--- config.mk ---
export PLATFORM = sky130hd
export DESIGN_NAME = sum_frame_packer_flat
export DESIGN_NICKNAME = d
export VERILOG_FILES = /design/src/rtl/sum_frame_packer_pkg.sv /design/src/rtl/sum_frame_packer_if.sv /design/src/rtl/sum_frame_packer_sync_fifo.sv /design/src/rtl/sum_frame_packer.sv /design/src/flat_wrapper.sv
export SDC_FILE = /design/constraint.sdc
export NUM_CORES = 1
export LEC_CHECK = 0
export CORE_MARGIN = 3
export CORE_UTILIZATION = 56
export DETAILED_ROUTE_END_ITERATION = 8
export PLACE_DENSITY_LB_ADDON = 0.15
export SYNTH_ARGS = -nofsm -noshare
export SYNTH_HDL_FRONTEND = slang
export SYNTH_SLANG_ARGS = --single-unit
--- constraint.sdc ---
create_clock -name clk -period 3.92 [get_ports clk]
set_input_delay 0.784 -clock clk [delete_from_list [all_inputs] [get_ports clk]]
set_output_delay 0.784 -clock clk [all_outputs]
set_load 0.03 [all_outputs]
--- src/rtl/sum_frame_packer_pkg.sv ---
// Shared types and constants for the adder-result frame packer.
// The sample width is common with the upstream adder stage.
package sum_pkg;

    localparam int SUM_W = 3;
    localparam int ACC_W = 8;

    typedef struct packed {
        logic [ACC_W-1:0] total;
        logic [SUM_W-1:0] max;
    } frame_t;

    function automatic logic [SUM_W-1:0] max_sum(input logic [SUM_W-1:0] a,
                                                 input logic [SUM_W-1:0] b);
        return (a > b) ? a : b;
    endfunction

endpackage

--- src/rtl/sum_frame_packer_if.sv ---
// Sample input stream plus frame output stream and status of the packer.
// The master modport is the packer side; slave is the consumer/driver side.
interface sum_frame_packer_if #(
    parameter int ACC_W      = 8,
    parameter int FIFO_DEPTH = 4
) ();
    import sum_pkg::*;

    localparam int FILL_W = $clog2(FIFO_DEPTH) + 1;

    logic                 in_valid;
    logic [SUM_W-1:0]     in_sum;
    logic                 out_valid;
    logic                 out_ready;
    logic [ACC_W-1:0]     out_total;
    logic [SUM_W-1:0]     out_max;
    logic                 drop;
    logic [FILL_W-1:0]    fill;

    modport master (
        input  in_valid,
        input  in_sum,
        input  out_ready,
        output out_valid,
        output out_total,
        output out_max,
        output drop,
        output fill
    );

    modport slave (
        output in_valid,
        output in_sum,
        output out_ready,
        input  out_valid,
        input  out_total,
        input  out_max,
        input  drop,
        input  fill
    );

endinterface

--- src/rtl/sum_frame_packer_sync_fifo.sv ---
// Single-clock FIFO using extra pointer MSBs to tell full from empty.
// Head is read combinationally so a push is visible on the next cycle.
module sync_fifo
    import sum_pkg::*;
#(
    parameter type T     = logic [7:0],
    parameter int  DEPTH = 4
) (
    input  logic                     clk,
    input  logic                     rst,
    input  logic                     push,
    input  logic                     pop,
    input  T                         wdata,
    output T                         rdata,
    output logic                     full,
    output logic                     empty,
    output logic [$clog2(DEPTH):0]   fill
);
    localparam int AW = $clog2(DEPTH);

    logic [AW:0] wr_ptr_reg, wr_ptr_next;
    logic [AW:0] rd_ptr_reg, rd_ptr_next;
    logic        do_push;
    logic        do_pop;

    T mem [DEPTH];

    assign empty = (wr_ptr_reg == rd_ptr_reg);
    assign full  = (wr_ptr_reg[AW] != rd_ptr_reg[AW]) &&
                   (wr_ptr_reg[AW-1:0] == rd_ptr_reg[AW-1:0]);

    // A push into a full queue is still legal when the head leaves this cycle.
    assign do_pop  = pop && !empty;
    assign do_push = push && (!full || do_pop);

    always_comb begin
        wr_ptr_next = wr_ptr_reg;
        rd_ptr_next = rd_ptr_reg;
        if (do_push) begin
            wr_ptr_next = wr_ptr_reg + 1'b1;
        end
        if (do_pop) begin
            rd_ptr_next = rd_ptr_reg + 1'b1;
        end
    end

    always_ff @(posedge clk or posedge rst) begin
        if (rst) begin
            wr_ptr_reg <= '0;
            rd_ptr_reg <= '0;
        end else begin
            wr_ptr_reg <= wr_ptr_next;
            rd_ptr_reg <= rd_ptr_next;
        end
    end

    always_ff @(posedge clk) begin
        if (do_push) begin
            mem[wr_ptr_reg[AW-1:0]] <= wdata;
        end
    end

    assign rdata = mem[rd_ptr_reg[AW-1:0]];
    assign fill  = wr_ptr_reg - rd_ptr_reg;

endmodule

--- src/rtl/sum_frame_packer.sv ---
// Accumulates SAMPLES_PER_FRAME valid adder results into {total, max} frames
// and queues them for a valid/ready consumer, flagging lost frames stickily.
module sum_frame_packer
    import sum_pkg::*;
#(
    parameter int SAMPLES_PER_FRAME = 4,
    parameter int FIFO_DEPTH        = 4,
    parameter int ACC_W             = sum_pkg::ACC_W
) (
    input logic               clk,
    input logic               rst,
    sum_frame_packer_if.master bus
);
    localparam int CNT_W  = $clog2(SAMPLES_PER_FRAME);
    localparam int FILL_W = $clog2(FIFO_DEPTH) + 1;
    localparam logic [CNT_W-1:0] CNT_LAST = CNT_W'(SAMPLES_PER_FRAME - 1);

    typedef struct packed {
        logic [ACC_W-1:0] total;
        logic [SUM_W-1:0] max;
    } rec_t;

    // Elaboration-time guards on the parameter ranges the datapath relies on.
    if (SAMPLES_PER_FRAME < 2) begin : g_bad_frame
        $error("SAMPLES_PER_FRAME must be at least 2");
    end
    if ((FIFO_DEPTH < 2) || ((FIFO_DEPTH & (FIFO_DEPTH - 1)) != 0)) begin : g_bad_depth
        $error("FIFO_DEPTH must be a power of two, at least 2");
    end
    if (ACC_W < SUM_W + CNT_W) begin : g_bad_acc
        $error("ACC_W too narrow for the largest frame total");
    end

    logic [CNT_W-1:0]  cnt_reg, cnt_next;
    logic [ACC_W-1:0]  acc_reg, acc_next;
    logic [SUM_W-1:0]  mx_reg, mx_next;
    logic              drop_reg, drop_next;

    logic [ACC_W-1:0]  sample_ext;
    logic              frame_done;
    logic              pop_eff;
    logic              fifo_full;
    logic              fifo_empty;
    logic [FILL_W-1:0] fifo_fill;
    rec_t              wr_rec;
    rec_t              rd_rec;

    assign sample_ext = ACC_W'(bus.in_sum);

    // The running values always include the current sample; on the last sample
    // they become the frame record and the accumulators restart at zero.
    always_comb begin
        cnt_next     = cnt_reg;
        acc_next     = acc_reg;
        mx_next      = mx_reg;
        frame_done   = 1'b0;
        wr_rec.total = acc_reg + sample_ext;
        wr_rec.max   = max_sum(mx_reg, bus.in_sum);
        if (bus.in_valid) begin
            if (cnt_reg == CNT_LAST) begin
                frame_done = 1'b1;
                cnt_next   = '0;
                acc_next   = '0;
                mx_next    = '0;
            end else begin
                cnt_next = cnt_reg + CNT_W'(1);
                acc_next = wr_rec.total;
                mx_next  = wr_rec.max;
            end
        end
    end

    assign pop_eff   = !fifo_empty && bus.out_ready;
    assign drop_next = drop_reg | (frame_done && fifo_full && !pop_eff);

    always_ff @(posedge clk or posedge rst) begin
        if (rst) begin
            cnt_reg  <= '0;
            acc_reg  <= '0;
            mx_reg   <= '0;
            drop_reg <= 1'b0;
        end else begin
            cnt_reg  <= cnt_next;
            acc_reg  <= acc_next;
            mx_reg   <= mx_next;
            drop_reg <= drop_next;
        end
    end

    sync_fifo #(
        .T     (rec_t),
        .DEPTH (FIFO_DEPTH)
    ) u_fifo (
        .clk   (clk),
        .rst   (rst),
        .push  (frame_done),
        .pop   (bus.out_ready),
        .wdata (wr_rec),
        .rdata (rd_rec),
        .full  (fifo_full),
        .empty (fifo_empty),
        .fill  (fifo_fill)
    );

    assign bus.out_valid = !fifo_empty;
    assign bus.out_total = rd_rec.total;
    assign bus.out_max   = rd_rec.max;
    assign bus.drop      = drop_reg;
    assign bus.fill      = fifo_fill;

endmodule

--- src/flat_wrapper.sv ---
// flat-port wrapper written by rule: the top's interface ports become plain ports
module sum_frame_packer_flat import sum_pkg::*;
#(
    parameter int SAMPLES_PER_FRAME = 4,
    parameter int FIFO_DEPTH        = 4,
    parameter int ACC_W             = sum_pkg::ACC_W
)
  (clk, rst, bus_in_valid, bus_in_sum, bus_out_ready, bus_out_valid, bus_out_total, bus_out_max, bus_drop, bus_fill);
  sum_frame_packer_if #(.ACC_W(ACC_W), .FIFO_DEPTH(FIFO_DEPTH)) bus_i ();
  input logic clk;
  input logic rst;
  input wire logic [$bits(bus_i.in_valid)-1:0] bus_in_valid;
  input wire logic [$bits(bus_i.in_sum)-1:0] bus_in_sum;
  input wire logic [$bits(bus_i.out_ready)-1:0] bus_out_ready;
  output wire logic [$bits(bus_i.out_valid)-1:0] bus_out_valid;
  output wire logic [$bits(bus_i.out_total)-1:0] bus_out_total;
  output wire logic [$bits(bus_i.out_max)-1:0] bus_out_max;
  output wire logic [$bits(bus_i.drop)-1:0] bus_drop;
  output wire logic [$bits(bus_i.fill)-1:0] bus_fill;
  assign bus_i.in_valid = bus_in_valid;
  assign bus_i.in_sum = bus_in_sum;
  assign bus_i.out_ready = bus_out_ready;
  assign bus_out_valid = bus_i.out_valid;
  assign bus_out_total = bus_i.out_total;
  assign bus_out_max = bus_i.out_max;
  assign bus_drop = bus_i.drop;
  assign bus_fill = bus_i.fill;
  sum_frame_packer #(.SAMPLES_PER_FRAME(SAMPLES_PER_FRAME), .FIFO_DEPTH(FIFO_DEPTH), .ACC_W(ACC_W)) u_core (.clk(clk), .rst(rst), .bus(bus_i));
endmodule
==> results of run 1 <==
critical path, delay by kind of cell, from the launching register on:
family	cells	cell delay (ns)
buf+inv	2	0.72
fa+ha+maj	1	0.52
flops	1	0.75
layout make-up:
type / instances / area, µm² / area share
Timing Repair Buffer: 24 / 235 / 0.0692
Sequential cell: 64 / 1820 / 0.536
Clock buffer: 12 / 145 / 0.0427
Inverter: 17 / 63.8 / 0.0188
Multi-Input combinational cell: 105 / 1010 / 0.296
Tap cell: 67 / 83.8 / 0.0247
Clock inverter: 4 / 43.8 / 0.0129
placed cells by master (no fill, tap or decap), types with 2 or more instances in the layout:
cell and instances:
nand2b_1 2, clkbuf_8 10, inv_1 17, nor2_1 5, clkdlybuf4s50_1 22, and2_2 3, edfxtp_1 44, xnor2_1 10
mux2_2 4, mux4_2 11, xor2_1 2, clkbuf_1 2, ha_1 14, nand2_1 10, nor3_1 3, a32o_1 3
nand3_1 3, buf_4 2, fa_1 2, nor2b_1 4, dfrtp_1 20, o21ai_0 8, clkinv_2 2, o311ai_0 2
stage by stage:
| stage | cells | cell area (µm²) | hold slack, ns |
|---|---|---|---|
| final | 293 | 3400 | 0.472 |
| after global routing | 293 | 3400 | 0.490 |
| after CTS | 293 | 3400 | 0.477 |
| after detailed placement | 277 | 3210 | 0.462 |
| after global placement | 277 | 3210 | 0.450 |
| after floorplan | 192 | 2920 | 0.462 |
final timing paths:
path	endpoint	start
min in group asynchronous	u_core.u_fifo.rd_ptr_reg[0]$_DFFE_PP0P_	rst
max reg2reg	u_core.u_fifo.mem[0][4]$_DFFE_PP_	u_core.u_fifo.rd_ptr_reg[1]$_DFFE_PP0P_
max in group asynchronous	u_core.mx_reg[2]$_DFFE_PP0P_	rst
min	u_core.bus.drop$_DFF_PP0_	u_core.bus.drop$_DFF_PP0_
min reg2reg	u_core.bus.drop$_DFF_PP0_	u_core.bus.drop$_DFF_PP0_
max	bus_fill[1]	u_core.u_fifo.rd_ptr_reg[1]$_DFFE_PP0P_
power by group:
group          internal [mW]  leakage (nW)  switching [mW]
sequential             0.964         0.639           0.124
clock                  0.307        0.0978           0.230
combinational          0.586         0.551           0.756
routing by layer:
metal / wire [µm] / vias to the layer above / GRT usage
met5: 0 / - / 0
met3: 261 / 16 / 0.0413
met2: 2280 / 36 / 0.275
li1: - / 770 / -
met4: 139 / 0 / 0.0909
met1: 2150 / 804 / 0.234
kinds of logic (layout without fill, tap and decap cells):
| group | count (synthesis) | in the layout | share of synthesized area |
|---|---|---|---|
| DFF | 64 | 64 | 0.625 |
| muxes | 15 | 15 | 0.100 |
| adders and majority gates | 16 | 16 | 0.0738 |
| AOI/OAI and AO/OA | 25 | 25 | 0.0670 |
| and+or+nand+nor | 37 | 37 | 0.0678 |
| buffers and inverters | 23 | 57 | 0.0300 |
| xor gates and xnor gates | 12 | 12 | 0.0361 |
==> flow_summary_export.csv, run 1 <==
group,metric,value,unit
sta,maxSlewViolCount,0,
setup_path,cp_slowest_cell,"dfrtp_1",
die,design.die.area,0.00611,mm²
job,max-cap-violations,0,
synth,syn_avg_cell_area,15.2,µm²
synth,synth_fp_nets,215,
detailed_routing,vias,1626,
die,die-width,78.2,µm
die,num_rows,25,
setup_path,r2r_slack,1.72,ns
clock_network,cts_max_level,3,
cells_and_area,largest_register_ffs,44,
setup_path,crit_required,3.14,ns
global_route,gr-total-overflow,0,
detailed_routing,antenna_left,0,
hold_path,holdPathStages,1,
synth,synth-seq-cells,64,
hold_path,hold_class,"reg -> reg",
sta,slew_headroom,0.484,
global_route,grt_pass1_vias,1655,
global_route,grt_max_degree,21,
clock_network,cts_tree,"built",
synth,yosysTopAreaCellShare,0.453,
power_and_ir_drop,max-vdd-ir-drop,0.000455,V
setup_path,reg2regPathDepth,5,
synth,seq_area_frac_synth,0.625,
cells_and_area,nFillCells,349,
die,floorplan.initialDensity,0.597,
place,place_hpwl,3420,µm
run_status,status,"finished, final reports clean",
global_route,antenna_found_initial,0,
synth,ys_top_cells_by_area,"edfxtp_1 45%, dfrtp_1 17%, mux4_2 8.5%",
synth,synth_edf_count,44,
clock_network,cts_buffers,9,
synth,async_reset_ff_frac,0.313,
cells_and_area,layout-drive-gt1-share,0.168,
sta,period_needed,3.10,ns
synth,syn_area,0.00292,mm²
synth,ys.flop_type,"edfxtp_1",
clock_network,clk_path_buf_depth,2,
sta,worst_pin_slew,0.773,ns
sta,setup_tns,0,ns
synth,ys_types,40,
cells_and_area,fin_nets,244,
clock_network,clkTransAtPathRegs,0.06,ns
power_and_ir_drop,finalPower,2.97,mW
global_route,grt_pass1_wl,8050,µm
setup_path,worstSetupPathType,"reg -> out",
cells_and_area,area_growth_syn_to_layout,16.6,%
sta,clock.fmax,0.323,GHz
place,finalWeightedCongestion,0.845,
global_route,grtUsageTotal,0.177,
clock_network,cts_sinks,64,
die,io_pins,23,
clock_network,cts.repair.resized,0,
detailed_routing,drc,0,
clock_network,hold_buffers,0,
detailed_routing,avgViaCountPerCell,5.55,
die,core,0.00488,mm²
setup_path,cp-start-kind,"flop",
synth,synth_warnings,0,
cells_and_area,n_antenna_cell,0,
sta,setup_violations,0,
place,place_ws,1.03,ns
clock_network,clockRootBuffer,"clkbuf_8",
synth,yosysTopAreaCell,"edfxtp_1",
synth,synth_cells,192,
power_and_ir_drop,p_leak,1.29,nW
synth,yosysMostFrequentCell,"edfxtp_1",
setup_path,crit_arrival,2.31,ns
die,die_h,78.2,µm
sta,layout_setup_ws,0.824,ns
place,numPortBuffers,22,
sta,fin_skew,0.00585,ns
setup_path,cp_max_fo,15,
sta,rsz0062_at_grt,"no",
setup_path,crit_path_end_kind,"primary output",
clock_network,clk_latency,0.33,ns
sta,layout_worst_path_cycle_share,0.790,
synth,synthTopCellsByCount,"44 x edfxtp_1, 20 x dfrtp_1, 17 x inv_1, 14 x ha_1, 11 x mux4_2",
clock_network,cts_setup_buffers,0,
setup_path,crit_chain,"fa_1 -> inv_1 -> clkdlybuf4s50_1",
setup_path,max_stage_delay,0.75,ns
detailed_routing,drtIter0Drc,105,
cells_and_area,fin_util,0.697,
sta,hold_viol_final,0,
power_and_ir_drop,power.density,873,mW/mm²
detailed_routing,drt_pass1_iterations,4,
detailed_routing,wl_per_cell,16.5,µm
detailed_routing,wl,4830,µm
(Power assumes the default switching activity.)
==> inputs of run 2 (changes only) <==
clock period = 3.15 ns   (was 3.92 ns; I/O delays follow)
==> flow_summary_export.csv, run 2 (synthesis results as in run 1) <==
group,metric,value,unit
clock_network,clk_path_buf_depth,2,
setup_path,crit_required,2.52,ns
clock_network,cts_max_level,3,
detailed_routing,avgViaCountPerCell,5.54,
setup_path,cp_slowest_cell,"clkdlybuf4s50_1",
power_and_ir_drop,power.density,1080,mW/mm²
setup_path,max_stage_delay,0.69,ns
sta,slew_headroom,0.488,
clock_network,cts_sinks,64,
cells_and_area,final_common_cell,"edfxtp_1",
cells_and_area,largest_register_ffs,44,
clock_network,cts_buffers,9,
place,place_hpwl,3530,µm
power_and_ir_drop,p_leak,1.28,nW
clock_network,cts_tree,"built",
global_route,grt_max_degree,21,
global_route,antenna_found_initial,0,
sta,period_needed,2.90,ns
die,die_h,78.2,µm
hold_path,whs_endpoint,"u_core.bus.drop$_DFF_PP0_",
detailed_routing,drt_pass1_iterations,4,
hold_path,hold_class,"reg -> reg",
place,place_ws,0.426,ns
place,dp_cells,278,
power_and_ir_drop,max-vdd-ir-drop,0.000700,V
setup_path,crit_chain,"inv_1 -> ha_1 -> fa_1 -> xnor2_1 -> clkdlybuf4s50_1",
clock_network,clk_latency,0.33,ns
clock_network,hold_buffers,0,
sta,maxSlewViolCount,0,
setup_path,crit_path_end_kind,"primary output",
die,io_pins,23,
setup_path,r2r_slack,1.26,ns
cells_and_area,nFillCells,345,
cells_and_area,area_growth_syn_to_layout,16.5,%
job,max-cap-violations,0,
detailed_routing,antenna_left,0,
global_route,grt_pass1_wl,8160,µm
run_status,status,"finished, final reports clean",
cells_and_area,fin_util,0.696,
hold_path,min_from,"u_core.bus.drop$_DFF_PP0_",
global_route,grt_pass1_vias,1684,
place,numPortBuffers,22,
sta,fin_skew,0.00594,ns
die,core,0.00488,mm²
sta,hold_viol_final,0,
sta,setup_tns,0,ns
cells_and_area,layout-drive-gt1-share,0.163,
die,die-width,78.2,µm
setup_path,reg2reg_from,"u_core.mx_reg[2]$_DFFE_PP0P_",
die,design.die.area,0.00611,mm²
power_and_ir_drop,finalPower,3.67,mW
cells_and_area,layoutNonFillerInstCount,294,
sta,rsz0062_at_grt,"no",
detailed_routing,drc,0,
setup_path,worstSetupPathType,"reg -> out",
die,num_rows,25,
setup_path,cp-start-kind,"flop",
cells_and_area,final_cell_mix,"44 x edfxtp_1, 22 x clkdlybuf4s50_1, 20 x dfrtp_1, 17 x inv_1, 14 x ha_1",
clock_network,cts_setup_buffers,0,
sta,hold_ws,0.466,ns
sta,worst_pin_slew,0.767,ns
setup_path,critPathLaunch,"u_core.u_fifo.wr_ptr_reg[0]$_DFFE_PP0P_",
sta,setup_violations,0,
clock_network,cts.repair.resized,0,
detailed_routing,wl,4840,µm
place,placedInstanceArea,0.00322,mm²
cells_and_area,n_antenna_cell,0,
global_route,gr-total-overflow,0,
sta,clock.fmax,0.344,GHz
sta,layout_setup_ws,0.246,ns
setup_path,crit-reg2reg-capture,"u_core.u_fifo.mem[3][0]$_DFFE_PP_",
global_route,grtUsageTotal,0.179,
clock_network,clockRootBuffer,"clkbuf_8",
setup_path,crit_arrival,2.27,ns
cells_and_area,fin_area,0.00340,mm²
sta,layout_worst_path_cycle_share,0.922,
place,finalWeightedCongestion,0.842,
setup_path,reg2regPathDepth,4,
detailed_routing,wl_per_cell,16.5,µm
clock_network,clkTransAtPathRegs,0.07,ns
detailed_routing,vias,1630,
die,floorplan.initialDensity,0.597,
cells_and_area,fin_nets,245,
setup_path,cp_max_fo,4,
detailed_routing,drtIter0Drc,108,
hold_path,holdPathStages,1,
[run 2: worst max path at each step]
stage               cells past startpoint  slack (ns)                                 to
detailed placement                      6        0.43  u_core.u_fifo.mem[0][0]$_DFFE_PP_
CTS                                     5        0.22                        bus_fill[2]
finish                                  5        0.25                        bus_fill[2]
global route                            5        0.12                        bus_fill[2]
global placement                        7        0.51  u_core.u_fifo.mem[0][9]$_DFFE_PP_
floorplan                               4        0.95                        bus_fill[2]
[run 2: cell type report]
type / instances / area (µm²) / share of cell area
well taps: 67 / 83.8 / 0.0247
multi-input cells: 105 / 1010 / 0.296
flip-flops and latches: 64 / 1820 / 0.536
repair buffers: 25 / 243 / 0.0715
clock buffers: 10 / 128 / 0.0376
inverters: 17 / 63.8 / 0.0188
clock inverters: 6 / 50.0 / 0.0147
[run 2: per-layer routing]
| metal | GRT usage | wire length, µm | up-vias |
|---|---|---|---|
| met1 | 0.235 | 2150 | 811 |
| li1 | - | - | 774 |
| met5 | 0 | 0 | - |
| met4 | 0.0787 | 54 | 0 |
| met2 | 0.289 | 2430 | 39 |
| met3 | 0.0413 | 198 | 6 |
[run 2: report_power, final]
group / internal [mW] / switching, mW
sequential: 1.20 / 0.126
combinational: 0.736 / 0.971
clock: 0.353 / 0.284
[run 2: worst max-delay path: cells and delay by family (launching register included)]
kind                     cells  cell delay (ns)
XOR/XNOR                     1             0.16
buffers and inverters        2             0.80
flip-flops                   1             0.38
adder cells (fa/ha/maj)      2             0.60
==> inputs of run 3 (changes only) <==
CELL_PAD_IN_SITES_DETAIL_PLACEMENT = 0   (was unset)
CELL_PAD_IN_SITES_GLOBAL_PLACEMENT = 1   (was unset)
CORE_UTILIZATION = 48   (was 56)
CTS_CLUSTER_SIZE = 25   (was unset)
SETUP_SLACK_MARGIN = 0.05   (was unset)
==> flow_summary_export.csv, run 3 (synthesis results as in run 1) <==
group,metric,value,unit
run_status,status,"finished, final reports clean",
sta,fin_skew,0.00793,ns
setup_path,crit_arrival,2.28,ns
die,die-width,83.9,µm
clock_network,cts_max_level,3,
place,placedInstanceArea,0.00322,mm²
sta,slew_headroom,0.471,
global_route,antenna_found_initial,0,
clock_network,cts_tree,"built",
power_and_ir_drop,p_leak,1.29,nW
detailed_routing,vias,1609,
setup_path,reg2reg_from,"u_core.acc_reg[0]$_DFFE_PP0P_",
place,finalWeightedCongestion,0.821,
setup_path,cp_max_fo,4,
cells_and_area,n_antenna_cell,0,
place,place_hpwl,3500,µm
setup_path,crit_required,2.52,ns
sta,setup_violations,0,
detailed_routing,wl_per_cell,16.4,µm
die,design.die.area,0.00704,mm²
sta,worst_pin_slew,0.792,ns
detailed_routing,avgViaCountPerCell,5.38,
die,core,0.00568,mm²
clock_network,clkTransAtPathRegs,0.07,ns
clock_network,cts_setup_buffers,0,
detailed_routing,antenna_left,0,
die,io_pins,23,
cells_and_area,nFillCells,439,
setup_path,crit_path_end_kind,"primary output",
sta,layout_worst_path_cycle_share,0.924,
detailed_routing,drc,0,
hold_path,hold_class,"reg -> reg",
sta,maxSlewViolCount,0,
job,max-cap-violations,0,
cells_and_area,final_common_cell,"edfxtp_1",
power_and_ir_drop,max-vdd-ir-drop,0.000530,V
place,numPortBuffers,22,
setup_path,cp-start-kind,"flop",
die,die_h,83.9,µm
die,num_rows,27,
detailed_routing,wl,4910,µm
hold_path,whs_endpoint,"u_core.bus.drop$_DFF_PP0_",
sta,rsz0062_at_grt,"no",
global_route,gr-total-overflow,0,
cells_and_area,layout-drive-gt1-share,0.172,
clock_network,clk_latency,0.33,ns
global_route,grt_max_degree,21,
setup_path,r2r_slack,1.26,ns
clock_network,clk_path_buf_depth,2,
setup_path,worstSetupPathType,"reg -> out",
cells_and_area,fin_nets,245,
setup_path,reg2regPathDepth,6,
detailed_routing,drt_pass1_iterations,4,
sta,setup_tns,0,ns
hold_path,min_from,"u_core.bus.drop$_DFF_PP0_",
sta,hold_viol_final,0,
sta,period_needed,2.91,ns
clock_network,hold_buffers,0,
cells_and_area,largest_register_ffs,44,
global_route,grtUsageTotal,0.154,
setup_path,crit-reg2reg-capture,"u_core.acc_reg[4]$_DFFE_PP0P_",
detailed_routing,drtIter0Drc,84,
sta,clock.fmax,0.344,GHz
die,floorplan.initialDensity,0.514,
hold_path,holdPathStages,1,
clock_network,cts.repair.resized,0,
clock_network,clockRootBuffer,"clkbuf_8",
global_route,grt_pass1_wl,8070,µm
clock_network,cts_buffers,9,
global_route,grt_pass1_vias,1639,
cells_and_area,fin_area,0.00342,mm²
cells_and_area,final_cell_mix,"44 x edfxtp_1, 22 x clkdlybuf4s50_1, 20 x dfrtp_1, 17 x inv_1, 14 x ha_1",
power_and_ir_drop,power.density,1080,mW/mm²
cells_and_area,area_growth_syn_to_layout,17.2,%
clock_network,cts_sinks,64,
-- run 3: cell types whose count changed in the layout (fill, tap and decap cells not counted) --
cell        before  now
clkbuf_1         1    2
clkbuf_8         9   10
clkinv_1         4    1
clkinvlp_4       0    1
-- run 3: cell type report --
class,instances,area (µm²),area share
clock buffers,12,145,0.0425
clock inverters,4,46.3,0.0136
inverters,17,63.8,0.0187
multi-input cells,105,1010,0.295
flip-flops and latches,64,1820,0.533
well taps,72,90.1,0.0264
repair buffers,25,243,0.0711
-- run 3: routing by layer --
metal,GRT usage,vias up,wire length (µm)
li1,-,774,-
met1,0.197,790,2090
met2,0.246,39,2470
met4,0.0512,0,53
met5,0,-,0
met3,0.0543,6,294
-- run 3: critical path, stage by stage (launching register included) --
cell and delay (ns):
dfrtp_1 0.38, inv_1 0.11, ha_1 0.23, fa_1 0.38, xnor2_1 0.16, clkdlybuf4s50_1 0.69
-- run 3: stage by stage --
step           worst slack (ns)  power, mW  cells  hold WS (ns)   util
5_1_grt                   0.114       3.94    299         0.507  0.602
3_3_place_gp              0.499       3.00    283         0.453  0.568
4_1_cts                   0.215       3.74    299         0.481  0.602
6_report                  0.240       3.70    299         0.478  0.602
3_5_place_dp              0.422       3.06    283         0.466  0.568
2_1_floorplan             0.951       2.50    192         0.462      -
-- run 3: worst max-delay path by stage --
stage / slack (ns) / cells past startpoint / end / startpoint
after floorplan: 0.95 / 4 / bus_fill[2] / u_core.u_fifo.wr_ptr_reg[0]$_DFFE_PP0P_
after global placement: 0.50 / 7 / u_core.u_fifo.mem[0][9]$_DFFE_PP_ / bus_in_sum[0]
after detailed placement: 0.42 / 7 / u_core.u_fifo.mem[0][9]$_DFFE_PP_ / bus_in_sum[0]
after CTS: 0.22 / 5 / bus_fill[2] / u_core.u_fifo.wr_ptr_reg[0]$_DFFE_PP0P_
after global routing: 0.11 / 5 / bus_fill[2] / u_core.u_fifo.wr_ptr_reg[0]$_DFFE_PP0P_
final: 0.24 / 5 / bus_fill[2] / u_core.u_fifo.wr_ptr_reg[0]$_DFFE_PP0P_
-- run 3: power breakdown --
group	switching [mW]	total, mW	internal, mW
registers	0.125	1.33	1.20
logic	0.962	1.70	0.736
clock network	0.291	0.675	0.384
total	1.38	3.70	2.32
